File: config.mk
export PLATFORM = sky130hd
export DESIGN_NAME = tx_gearbox_one_lane
export DESIGN_NICKNAME = d
export VERILOG_FILES = /design/src/rtl/tx_framing_pkg.sv /design/src/rtl/tx_block_symbol_counter.sv /design/src/rtl/tx_gearbox_one_lane.sv
export SDC_FILE = /design/constraint.sdc
export NUM_CORES = 1
export LEC_CHECK = 0
export ABC_AREA = 1
export BUFFER_PORTS_ARGS = -buffer_cell sky130_fd_sc_hd__buf_2
export CAP_MARGIN = 40
export CORE_MARGIN = 2
export CORE_UTILIZATION = 54
export CTS_CLUSTER_DIAMETER = 100
export DETAILED_ROUTE_END_ITERATION = 8
export GPL_TIMING_DRIVEN = 1
export PLACE_DENSITY = 0.87
export REMOVE_ABC_BUFFERS = 1
export SYNTH_ARGS = -nofsm -noshare
export SYNTH_HDL_FRONTEND = slang
export SYNTH_HIERARCHICAL = 1
export SYNTH_SLANG_ARGS = --single-unit
export TNS_END_PERCENT = 20
File: constraint.sdc
create_clock -name CLK -period 2.22 [get_ports CLK]
set_input_delay 0.111 -clock CLK [delete_from_list [all_inputs] [get_ports CLK]]
set_output_delay 0.111 -clock CLK [all_outputs]
set_load 0.03 [all_outputs]
File: src/rtl/tx_framing_pkg.sv
// Shared TX framing definitions: framing select encodings, sync header codes
// and block geometry used by the framing FSM and the lane gearbox.
package tx_framing_pkg;

  localparam int unsigned SYMBOLS_PER_BLOCK = 16;
  localparam int unsigned SYNC_HDR_WIDTH    = 2;

  // Header value bit 0 goes on the wire first.
  localparam logic [SYNC_HDR_WIDTH-1:0] SYNC_HDR_DATA = 2'b10;
  localparam logic [SYNC_HDR_WIDTH-1:0] SYNC_HDR_OS   = 2'b01;

  typedef enum logic [1:0] {
    FRAM_SEL_IDLE = 2'b00,
    FRAM_SEL_OS   = 2'b01,
    FRAM_SEL_32   = 2'b10,
    FRAM_SEL_1    = 2'b11
  } fram_sel_e;

  function automatic logic [SYNC_HDR_WIDTH-1:0] sync_header(input logic sync_sel);
    return sync_sel ? SYNC_HDR_OS : SYNC_HDR_DATA;
  endfunction

endpackage

File: src/rtl/tx_block_symbol_counter.sv
// Symbol index within a block: counts accepted symbols modulo SYMBOLS_PER_BLOCK.
module tx_block_symbol_counter
  import tx_framing_pkg::*;
#(
  parameter int unsigned COUNT_WIDTH = 4
) (
  input  logic                   CLK,
  input  logic                   RST,
  input  logic                   i_En,
  output logic [COUNT_WIDTH-1:0] o_Count
);

  localparam logic [COUNT_WIDTH-1:0] LAST_IDX = COUNT_WIDTH'(SYMBOLS_PER_BLOCK - 1);

  always_ff @(posedge CLK) begin
    if (RST) begin
      o_Count <= '0;
    end else if (i_En) begin
      o_Count <= (o_Count == LAST_IDX) ? '0 : o_Count + COUNT_WIDTH'(1);
    end
  end

endmodule

File: src/rtl/tx_gearbox_one_lane.sv
// Single-lane 128b/130b TX gearbox: inserts sync headers at block start and
// repacks the 130-bit blocks into serializer bytes, stalling once per 4 blocks.
module tx_gearbox_one_lane
  import tx_framing_pkg::*;
#(
  parameter int unsigned SYMBOL_WIDTH     = 8,
  parameter int unsigned SYMBOL_NUM_WIDTH = 4
) (
  input  logic                        CLK,
  input  logic                        RST,
  input  logic                        i_Enable,
  input  logic [1:0]                  i_Fram_Sel,
  input  logic [SYMBOL_WIDTH-1:0]     i_Framed_Data,
  input  logic [SYMBOL_WIDTH-1:0]     i_Os_Symbol,
  input  logic                        i_Sync_Sel,
  output logic                        o_EN,
  output logic [SYMBOL_NUM_WIDTH-1:0] o_Symbol_Num,
  output logic [SYMBOL_WIDTH-1:0]     o_Tx_Data,
  output logic                        o_Tx_Valid
);

  localparam int unsigned BUF_WIDTH = 2 * SYMBOL_WIDTH;
  localparam int unsigned RES_WIDTH = $clog2(BUF_WIDTH + 1);
  localparam logic [RES_WIDTH-1:0] RES_FULL = RES_WIDTH'(SYMBOL_WIDTH);

  logic [BUF_WIDTH-1:0]        res_buf;
  logic [BUF_WIDTH-1:0]        res_buf_nxt;
  logic [RES_WIDTH-1:0]        res_cnt;
  logic [RES_WIDTH-1:0]        res_cnt_nxt;
  logic [SYMBOL_NUM_WIDTH-1:0] sym_num;
  logic [SYMBOL_WIDTH-1:0]     sym_sel;
  logic [BUF_WIDTH-1:0]        new_bits;
  logic [BUF_WIDTH-1:0]        merged;
  logic [SYMBOL_WIDTH-1:0]     tx_byte_nxt;
  logic                        tx_load;
  logic                        hdr_slot;
  logic                        stall;

  tx_block_symbol_counter #(
    .COUNT_WIDTH (SYMBOL_NUM_WIDTH)
  ) u_sym_cnt (
    .CLK     (CLK),
    .RST     (RST),
    .i_En    (o_EN),
    .o_Count (sym_num)
  );

  // Residual buffer is full exactly when a block boundary needs a spare byte slot.
  always_comb begin
    hdr_slot     = (sym_num == '0);
    stall        = i_Enable && hdr_slot && (res_cnt == RES_FULL);
    o_EN         = i_Enable && !stall && !RST;
    o_Symbol_Num = sym_num;
  end

  always_comb begin
    sym_sel = '0;
    unique case (fram_sel_e'(i_Fram_Sel))
      FRAM_SEL_IDLE: sym_sel = '0;
      FRAM_SEL_OS:   sym_sel = i_Os_Symbol;
      FRAM_SEL_32,
      FRAM_SEL_1:    sym_sel = i_Framed_Data;
      default:       sym_sel = '0;
    endcase
  end

  // New bits land above the residual; the low byte always leaves on an accept.
  always_comb begin
    new_bits    = hdr_slot ? BUF_WIDTH'({sym_sel, sync_header(i_Sync_Sel)})
                           : BUF_WIDTH'(sym_sel);
    merged      = res_buf | (new_bits << res_cnt);
    res_buf_nxt = res_buf;
    res_cnt_nxt = res_cnt;
    tx_load     = 1'b0;
    tx_byte_nxt = merged[SYMBOL_WIDTH-1:0];
    if (stall) begin
      tx_load     = 1'b1;
      tx_byte_nxt = res_buf[SYMBOL_WIDTH-1:0];
      res_buf_nxt = '0;
      res_cnt_nxt = '0;
    end else if (o_EN) begin
      tx_load     = 1'b1;
      res_buf_nxt = merged >> SYMBOL_WIDTH;
      res_cnt_nxt = hdr_slot ? res_cnt + RES_WIDTH'(SYNC_HDR_WIDTH) : res_cnt;
    end
  end

  always_ff @(posedge CLK) begin
    if (RST) begin
      res_buf    <= '0;
      res_cnt    <= '0;
      o_Tx_Data  <= '0;
      o_Tx_Valid <= 1'b0;
    end else begin
      res_buf    <= res_buf_nxt;
      res_cnt    <= res_cnt_nxt;
      o_Tx_Valid <= tx_load;
      if (tx_load) begin
        o_Tx_Data <= tx_byte_nxt;
      end
    end
  end

endmodule

### Word level (Yosys, flattened, before mapping)

Cells that the tools add are included.

| operators by class | value |
|---|---|
| equality and inequality tests | 5 |
| reduce and logical (&&, ||, !) cells | 11 |
| bitwise operators | 1 |
| $add $sub $neg | 2 |
| shift operators | 1 |
| multiplexer cells | 7 |

Operator list:

| operator | number |
|---|---|
| 8-bit one-hot mux with 3 select lines | 1 |
| 8-bit by 16-bit OR with 16-bit output | 1 |
| 10-bit by 5-bit << shifter with 16-bit output | 1 |
| 10-bit 2-to-1 mux | 1 |
| 8-bit 2-to-1 mux | 1 |
| 5-bit by 2-bit adder with 5-bit output (second input constant) | 1 |
| 5-bit by 4-bit equality test with 1-bit output (second input constant) | 1 |
| 4-bit by 1-bit adder with 4-bit output (second input constant) | 1 |
| 2-bit equality test (second input constant) | 2 |
| 4-bit equality test (second input constant) | 1 |
| 1-bit logical AND | 4 |
| 4-bit zero test | 1 |
| 4-bit 2-to-1 mux | 1 |
| 2-bit OR reduction | 2 |
| 2-bit by 1-bit equality test with 1-bit output (second input constant) | 1 |
| 1-bit zero test | 2 |
| 2-bit zero test | 1 |
| 1-bit 2-to-1 mux | 2 |
| 2-bit 2-to-1 mux | 1 |
| 2-bit AND reduction | 1 |

| storage, ports and cells | value |
|---|---|
| output and inout port bits | 14 |
| input bits | 22 |
| logic and storage cells | 32 |
| register bits after elaboration | 26 |

### Logic depth before layout (Yosys ltp)

Gate-level depths: netlist of the first run.

| logic depth | value |
|---|---|
| depth after elaboration | 8 |
| depth in mapped cells | 14 |
| gate-level depth less buffers | 13 |

### Cells and area by module

Netlist of the first run, hierarchy kept.

Modules (own cells, without submodules):

| module | times used | seq. area each (sq um) | area each (sq um) | cells an instance |
|---|---|---|---|---|
| tx_gearbox_one_lane | 1 | 420.4 | 1,515.2 | 239 |
| tx_block_symbol_counter | 1 | 80.1 | 195.2 | 29 |

### Worst setup path after synthesis of the first run

Ideal clock, no wire load.

| timing | value |
|---|---|
| kind | register to register |
| start | register res_cnt[2] |
| end | register u_sym_cnt.o_Count[3] |
| cell stages (with the launch flop) | 14 |
| slack | 0.340 ns |
| data required time | 2.110 ns |
| library setup time | 0.110 ns |
| arrival time | 1.770 ns |
| path buffers | 1 |
| path through | dfxtp_1 > clkinv_1 > buf_2 > ha_1 > inv_1 > nor2_1 > nand3_2 > nand3_2 > inv_2 > nand2_2 > nor2_1 > nand2_1 > nand2_1 > nor2_2 |

| on the way | value |
|---|---|
| word-level cells in the longest chain between the ends | 5 |

RTL lines:

| what | RTL line | source |
|---|---|---|
| start, declared | tx_gearbox_one_lane.sv:28 | `logic [RES_WIDTH-1:0] res_cnt;` |
| start signal, assigned | tx_gearbox_one_lane.sv:96 | `res_cnt <= res_cnt_nxt;` |
| 5-bit by 4-bit equality test with 1-bit output | tx_gearbox_one_lane.sv:51 | `stall = i_Enable && hdr_slot && (res_cnt == RES_FULL);` |
| 1-bit logical AND | tx_gearbox_one_lane.sv:51 |  |
| 1-bit zero test | tx_gearbox_one_lane.sv:52 | `o_EN = i_Enable && !stall && !RST;` |
| 1-bit logical AND (2 in series) | tx_gearbox_one_lane.sv:52 |  |
| net o_EN | tx_gearbox_one_lane.sv:16 | `output logic o_EN,` |
| end signal, assigned | tx_block_symbol_counter.sv:19 | `o_Count <= (o_Count == LAST_IDX) ? '0 : o_Count + COUNT_WIDTH'(1);` |
| end, declared | tx_block_symbol_counter.sv:10 | `output logic [COUNT_WIDTH-1:0] o_Count` |

The timed path passes the listed nets, and every way through them passes these cells.
A chain may end at the register's enable or synchronous reset.

### Worst setup path in the final report of the first run

| timing | value |
|---|---|
| start | register u_sym_cnt.o_Count[2] |
| end | output o_EN |

| on the way | value |
|---|---|
| word-level cells in the longest chain between the ends | 6 |

RTL lines:

| what | RTL line | source |
|---|---|---|
| 4-bit zero test | tx_gearbox_one_lane.sv:50 | `hdr_slot = (sym_num == '0);` |
| 1-bit logical AND (2 in series) | tx_gearbox_one_lane.sv:51 |  |
| 1-bit zero test | tx_gearbox_one_lane.sv:52 |  |
| 1-bit logical AND (2 in series) | tx_gearbox_one_lane.sv:52 |  |
| end, declared | tx_gearbox_one_lane.sv:16 |  |

Every way passes these cells.

==> summary.txt, run 1 <==
Floorplanning
  – Die Span X: approximately 60 um
  – Die height: 60.3 um
  – Row cnt: 20
  – Total core area: a little over 3000 um^2
  – Io pins: 36
  – Die ar.: 3630 um^2
  – Initial core utilization: 0.565

Global route
  – All-layer global routing usage: 0.227
  – Largest net degree at the start of global routing: 18
  – First-pass GRT wire length: roughly 6400 um
  – Total gr overflow: 0
  – Vias in the first global route: 1559
  – Antenna violations before repair: 0

Power
  – Pleak: approximately 0.91 nW
  – Power Density: ~530 nW/um^2
  – Reg power frac: 0.467
  – Internal: 649 uW
  – Logic pwr share: 0.316
  – Clk pwr share: 0.217
  – VDD IR max: around 0.30 mV
  – Net Sw Power: roughly 380 uW
  – Sw frac: 0.372

Timing
  – Period Utilization, post-route: 0.803
  – Clock skew: 9.29 ps
  – RSZ-0062 raised after global routing: false
  – Worst slew margin: 0.625
  – Setup TNS: 0 ps
  – Final count of hold timing violations: 0
  – Fin crit period: around 1800 ps
  – Setup-failing EPs final: 0
  – Tightest Pin Transition: around 560 ps
  – Setup ws final: about 440 ps
  – Pins over their slew limit: 0
  – FMAX: around 0.56 GHz

Drt
  – Drt drc: 0
  – Drt total wl: about 4000 um
  – Via density: approximately 5.4
  – Drt wl/cell: 11.5 um
  – Final ANT Viol Nets: 0
  – Iter 0 DRT Violations: 98
  – DR pass1 iterations: 5
  – Routed via count: 1862

Yosys
  – Post-Syn Instances: ~270
  – Register area share after synthesis: 0.293
  – Mapped Area: between 1500 and 2000 um^2
  – Seq cells post-synth: 25
  – Synth cell types: 27
  – Post-Syn Area per Cell: between 6 and 7 um^2
  – Synth Warn #: 6

Cells and area
  – Commonest non-fill, non-tap cell in the layout: nand2_1
  – Design Area, Final: about 1900 um^2
  – Share of cells above drive strength 1: 0.238
  – Post-Route Utilization: 0.643
  – Area Overhead vs Synth: 13.9%
  – Nets@finish: between 300 and 400
  – Reg area: about 500 um^2
  – # fillers: just under 300
  – Fin cells: between 300 and 400
  – Most frequent cells in the layout: nand2_1, nand3_1, buf_2
  – Multi-input logic area: 1030 um^2
  – Antenna diodes: 0

Clock network
  – Clk sinks: 25
  – TritonCTS Buffers: 3
  – Post_cts resized: 0
  – Clock transition at path regs: roughly 160 ps
  – Clk Latency, worst-skew pair: between 300 and 400 ps
  – CTS Buffer Depth: 2
  – CTS tree: built
  – H-tree levels: 1
  – Root Driver: clkbuf_4

Setup path
  – Kind of critical path: reg2out
  – Critical Path RT: between 2000 and 2500 ps
  – FF-to-FF path depth: 9
  – CP startpoint kind: flip-flop
  – CP Max Fanout: 11
  – Worst Path Arrival: 1670 ps
  – Critical Path Sink Type: primary output

Place
  – GP Congestion: around 0.85
  – I/O Buffers: 35
  – Dpl cells: about 340
  – Place WS: 613 ps
  – Placed instance area: 1910 um^2
  – HPWL Detailed: ~3000 um

Outcome
  – Status: completed

Hold path
  – Hold WC Path Type: in2reg
  – Worst Hold Depth: 3

Job
  – Max cap viols: 0
## power groups by stage
| stage | Sequential, mW | Combinational (mW) | Clock (mW) |
|---|---|---|---|
| after global routing | 0.485 | 0.361 | 0.244 |
| after global placement | 0.492 | 0.316 | 0 |
| final | 0.482 | 0.327 | 0.224 |
| after detailed placement | 0.492 | 0.323 | 0 |
| after CTS | 0.482 | 0.325 | 0.223 |
| after floorplan | 0.533 | 0.185 | 0 |
## Yosys cell counts (all sizes together)
library cell  instances  share of area
a21oi                26          0.085
or2                   4          0.015
nand4                 4          0.015
inv                  21          0.048
a31oi                 4          0.015
buf                  10          0.041
nor2                 19          0.053
dfxtp                25           0.29
o21ai                11          0.032
nor3                  3         0.0088
nand3                54           0.17
clkbuf                2         0.0044
clkinv                4         0.0095
nand2                78           0.19
ha                    3          0.022
## metrics by stage
| step | power (mW) | hold WS [ps] |
|---|---|---|
| floorplan | 0.718 | 183 |
| global placement | 0.808 | 299 |
| detailed placement | 0.815 | 308 |
| CTS | 1.03 | 205 |
| global route | 1.09 | 191 |
| finish | 1.03 | 204 |
## final cells by class
| type | count | share of cell area |
|---|---|---|
| multi-input cells | 206 | 0.531 |
| clock buffers | 3 | 0.0116 |
| flip-flops and latches | 25 | 0.257 |
| repair buffers | 42 | 0.118 |
| well taps | 44 | 0.0283 |
| inverters | 25 | 0.0501 |
| clock inverters | 1 | 0.00385 |
## registers in the layout (all words and copies together) (netlist names)
signal,flops
res_buf,8
o_Tx_Data,8
u_sym_cnt/o_Count,4
o_Tx_Valid,1
res_cnt,4
## worst max-delay path, stage by stage, from the launching register on
cell and delay [ps]:
dfxtp_1 460, nor2_2 70, nand2_4 130, inv_4 90, nand3_2 110, nand3_2 90
inv_2 160, buf_2 220
## timing repair
item	in CTS	in global routing
hold buffers	1	0
endpoints found under the hold margin	1	0
buffers inserted	0	0
## cell families after synthesis
group	Yosys count	share of synthesized area
AO/OA/AOI/OAI	41	0.132
adder cells (fa/ha/maj)	3	0.0219
buffers and inverters	37	0.102
AND/OR/NAND/NOR	162	0.451
flip-flops	25	0.293
## routing by layer
metal	track usage	up-vias	share of wire
met2	0.433	64	0.50
met1	0.268	832	0.43
met3	0.0260	13	0.053
met4	0.0476	0	0.014
met5	0	-	0
li1	-	953	-
## worst paths after layout
path	startpoint	to	slack (ps)
worst max register to register	u_sym_cnt/o_Count[0]$_SDFFE_PP0P_	o_Tx_Data[5]$_SDFFE_PP0P_	580
worst min-delay path	i_Enable	o_Tx_Data[3]$_SDFFE_PP0P_	200
worst min register to register	res_buf[7]$_SDFFE_PP0P_	res_buf[7]$_SDFFE_PP0P_	470
worst max-delay path	u_sym_cnt/o_Count[2]$_SDFFE_PP0P_	o_EN	440
Power figures use the tool's default switching activity.
==> run 2: changes to the inputs <==
CORE_UTILIZATION = 49   (was 54)
PLACE_DENSITY = 0.84   (was 0.87)
clock period = 1.5 ns   (was 2.22 ns; I/O delays follow)
==> run 2 against run 1 <==
Effect of this change:
- the flow now finishes with violations (negative setup slack)
- clock power up 45%
- largest cell class unchanged
- combinational power up 76%
- final cell count up 5.5%
- first-iteration DRC count down 23%
- power up 56%
- design area up 13%
- sequential share of layout area down 2.8 points
- critical path depth up 4
- count of clock-buffer cells in the layout unchanged
- hold slack worse by 39 ps
- global-route usage up 0.52 points
==> summary.txt, run 2 (synthesis results as in run 1) <==
Outcome
  – Status: complete, but fails checks
  – Failing checks: negative setup slack

Hold path
  – Hold WC Path Type: in2reg
  – Worst Hold Depth: 3 (unchanged)

Drt
  – Routed via count: 1959 (+5.2%)
  – Drt drc: 0 (unchanged)
  – DR pass1 iterations: 4 (-1)
  – Drt total wl: 4570 um (+15%)
  – Via density: 5.37 (-0.27%)
  – Iter 0 DRT Violations: 75 (-23%)
  – Drt wl/cell: 12.5 um (+9.3%)
  – Final ANT Viol Nets: 0 (unchanged)

Power
  – Power Density: 731 nW/um^2 (+38%)
  – Pleak: 1.03 nW (+13%)
  – VDD IR max: 0.459 mV (+53%)

Place
  – I/O Buffers: 35 (unchanged)
  – HPWL Detailed: 3140 um (+3.5%)
  – GP Congestion: 0.853 (+0.15%)
  – Place WS: -30.5 ps (-644 ps)

Clock network
  – CTS tree: built
  – Clk Latency, worst-skew pair: 330 ps (about the same)
  – H-tree levels: 1 (unchanged)
  – Clock transition at path regs: 150 ps (about the same)
  – Root Driver: clkbuf_4
  – TritonCTS Buffers: 3 (unchanged)
  – Clk sinks: 25 (unchanged)
  – CTS Buffer Depth: 2 (unchanged)

Floorplanning
  – Total core area: 3340 um^2 (+10%)
  – Io pins: 36 (unchanged)
  – Die Span X: 63.1 um (+4.6%)
  – Row cnt: 21 (+5.0%)
  – Die height: 63.1 um (+4.6%)
  – Die ar.: 3980 um^2 (+9.5%)
  – Initial core utilization: 0.513 (-0.0523)

Setup path
  – Slowest cell on crit path: dfxtp_2
  – CP startpoint kind: flip-flop
  – CP cell instances: inv_4 -> ha_4 -> inv_2 -> nor2_4 -> nand3_4 -> buf_6 -> nand2_4 -> inv_4 -> or2_1 -> a21oi_2 -> nor2_1
  – Kind of critical path: reg2reg
  – Critical Path Sink Type: flip-flop
  – CP Max Fanout: 4 (-7)
  – Max stage delay on crit path: 360 ps (-100 ps)
  – Critical Path RT: 1750 ps (-360 ps)
  – Worst Path Arrival: 1760 ps (+90 ps)
  – FF-to-FF path depth: 11 (+2)
  – CP dominant cell by count: inv_4

Cells and area
  – Most frequent cells in the layout: nand2_1, nand3_1, buf_2
  – Share of cells above drive strength 1: 0.348 (+0.110)
  – # fillers: 295 (+0.68%)
  – Antenna diodes: 0 (unchanged)
  – Nets@finish: 345 (+5.2%)
  – Regs by FF count: o_Tx_Data (8), res_buf (8)
  – Commonest non-fill, non-tap cell in the layout: nand2_1
  – Area Overhead vs Synth: 29.2%
  – Post-Route Utilization: 0.662 (+0.0188)

Timing
  – Worst slew margin: 0.781 (+0.156)
  – Fin crit period: between 1500 and 2000 ps
  – Setup ws final: -12.7 ps (-450 ps)
  – Pins over their slew limit: 0 (unchanged)
  – Clock skew: 3.77 ps (-5.52 ps)
  – Hold WS: 165 ps (-38.6 ps)
  – Final count of hold timing violations: 0 (unchanged)
  – Setup-failing EPs final: 1 (+1)
  – RSZ-0062 raised after global routing: true
  – FMAX: 0.661 GHz
  – Period Utilization, post-route: 1.01
  – Tightest Pin Transition: 328 ps (-232 ps)

Global route
  – GR peak layer: met2
  – Met3 GRT Util: 0.0446 (+0.0187)
  – Antenna violations before repair: 0 (unchanged)
  – Vias in the first global route: 1828 (+17%)
  – Largest net degree at the start of global routing: 18 (unchanged)
  – All-layer global routing usage: 0.232 (+0.00517)
  – Met1 Resource Use GR: 0.274 (+0.00592)
  – First-pass GRT wire length: 7570 um (+18%)
  – Met2 usage: 0.431 (-0.00238)
  – Total gr overflow: 0 (unchanged)

Job
  – Max cap viols: 0 (unchanged)
[run 2: changes by cell type in the layout (fill, tap and decap cells not counted), moves of 3 or more]
cell / before / now
nor2_4: 1 / 4
a21oi_1: 22 / 18
nand3_1: 50 / 46
buf_4: 6 / 20
dfxtp_2: 0 / 5
dfxtp_1: 25 / 20
a21oi_2: 4 / 8
inv_1: 18 / 15
buf_6: 0 / 4
[run 2: area by class of cell]
class                   count  area, um^2  area share
flip-flops and latches     25         507       0.229
multi-input cells         206        1130       0.511
clock inverters             1        7.51     0.00340
repair buffers             59         375       0.170
inverters                  25         110      0.0498
clock buffers               3        22.5      0.0102
well taps                  46        57.6      0.0260
[run 2: final timing paths]
| kind | startpoint | to | slack (ps) |
|---|---|---|---|
| worst max-delay path | res_cnt[2]$_SDFFE_PP0P_ | o_Tx_Data[4]$_SDFFE_PP0P_ | -10 |
| worst min-delay path | i_Enable | o_Tx_Data[2]$_SDFFE_PP0P_ | 170 |
| worst max register to register | res_cnt[2]$_SDFFE_PP0P_ | o_Tx_Data[4]$_SDFFE_PP0P_ | -10 |
| worst min register to register | res_buf[1]$_SDFFE_PP0P_ | o_Tx_Data[1]$_SDFFE_PP0P_ | 480 |
[run 2: metal layers]
layer | vias to the layer above | part of all wire
met2 | 51 | 0.53
met1 | 907 | 0.41
met5 | - | 0
li1 | 991 | -
met4 | 0 | 0.016
met3 | 10 | 0.041
[run 2: critical path, delay by kind of cell, from the launching register on]
kind	cells	cell delay, ps
adder cells (fa/ha/maj)	1	130
AND/OR/NAND/NOR	5	540
buffers and inverters	4	290
flip-flops	1	360
AO/OA/AOI/OAI	1	110
[run 2: timing repair]
action,CTS,global route
cloned,0,0
pin swaps,7,7
endpoints found under the hold margin,1,0
hold buffers,1,0
buffers inserted,4,3
resized for setup,18,23
setup endpoints to repair,13,20
[run 2: through the flow]
stage / total power, mW / cell area, um^2 / std cells / TNS, ps
6_report: 1.62 / 2210 / 365 / -12.7
5_1_grt: 1.72 / 2210 / 365 / -404
4_1_cts: 1.57 / 2120 / 362 / 0
3_5_place_dp: 1.23 / 1990 / 353 / -120
3_3_place_gp: 1.22 / 1990 / 353 / 0
2_1_floorplan: 1.06 / 1630 / 256 / -11940
[run 2: power by group]
group | switching (mW) | internal, mW | leakage, nW
clock | 0.222 | 0.102 | 0.0139
sequential | 0.0181 | 0.698 | 0.207
combinational | 0.363 | 0.211 | 0.813
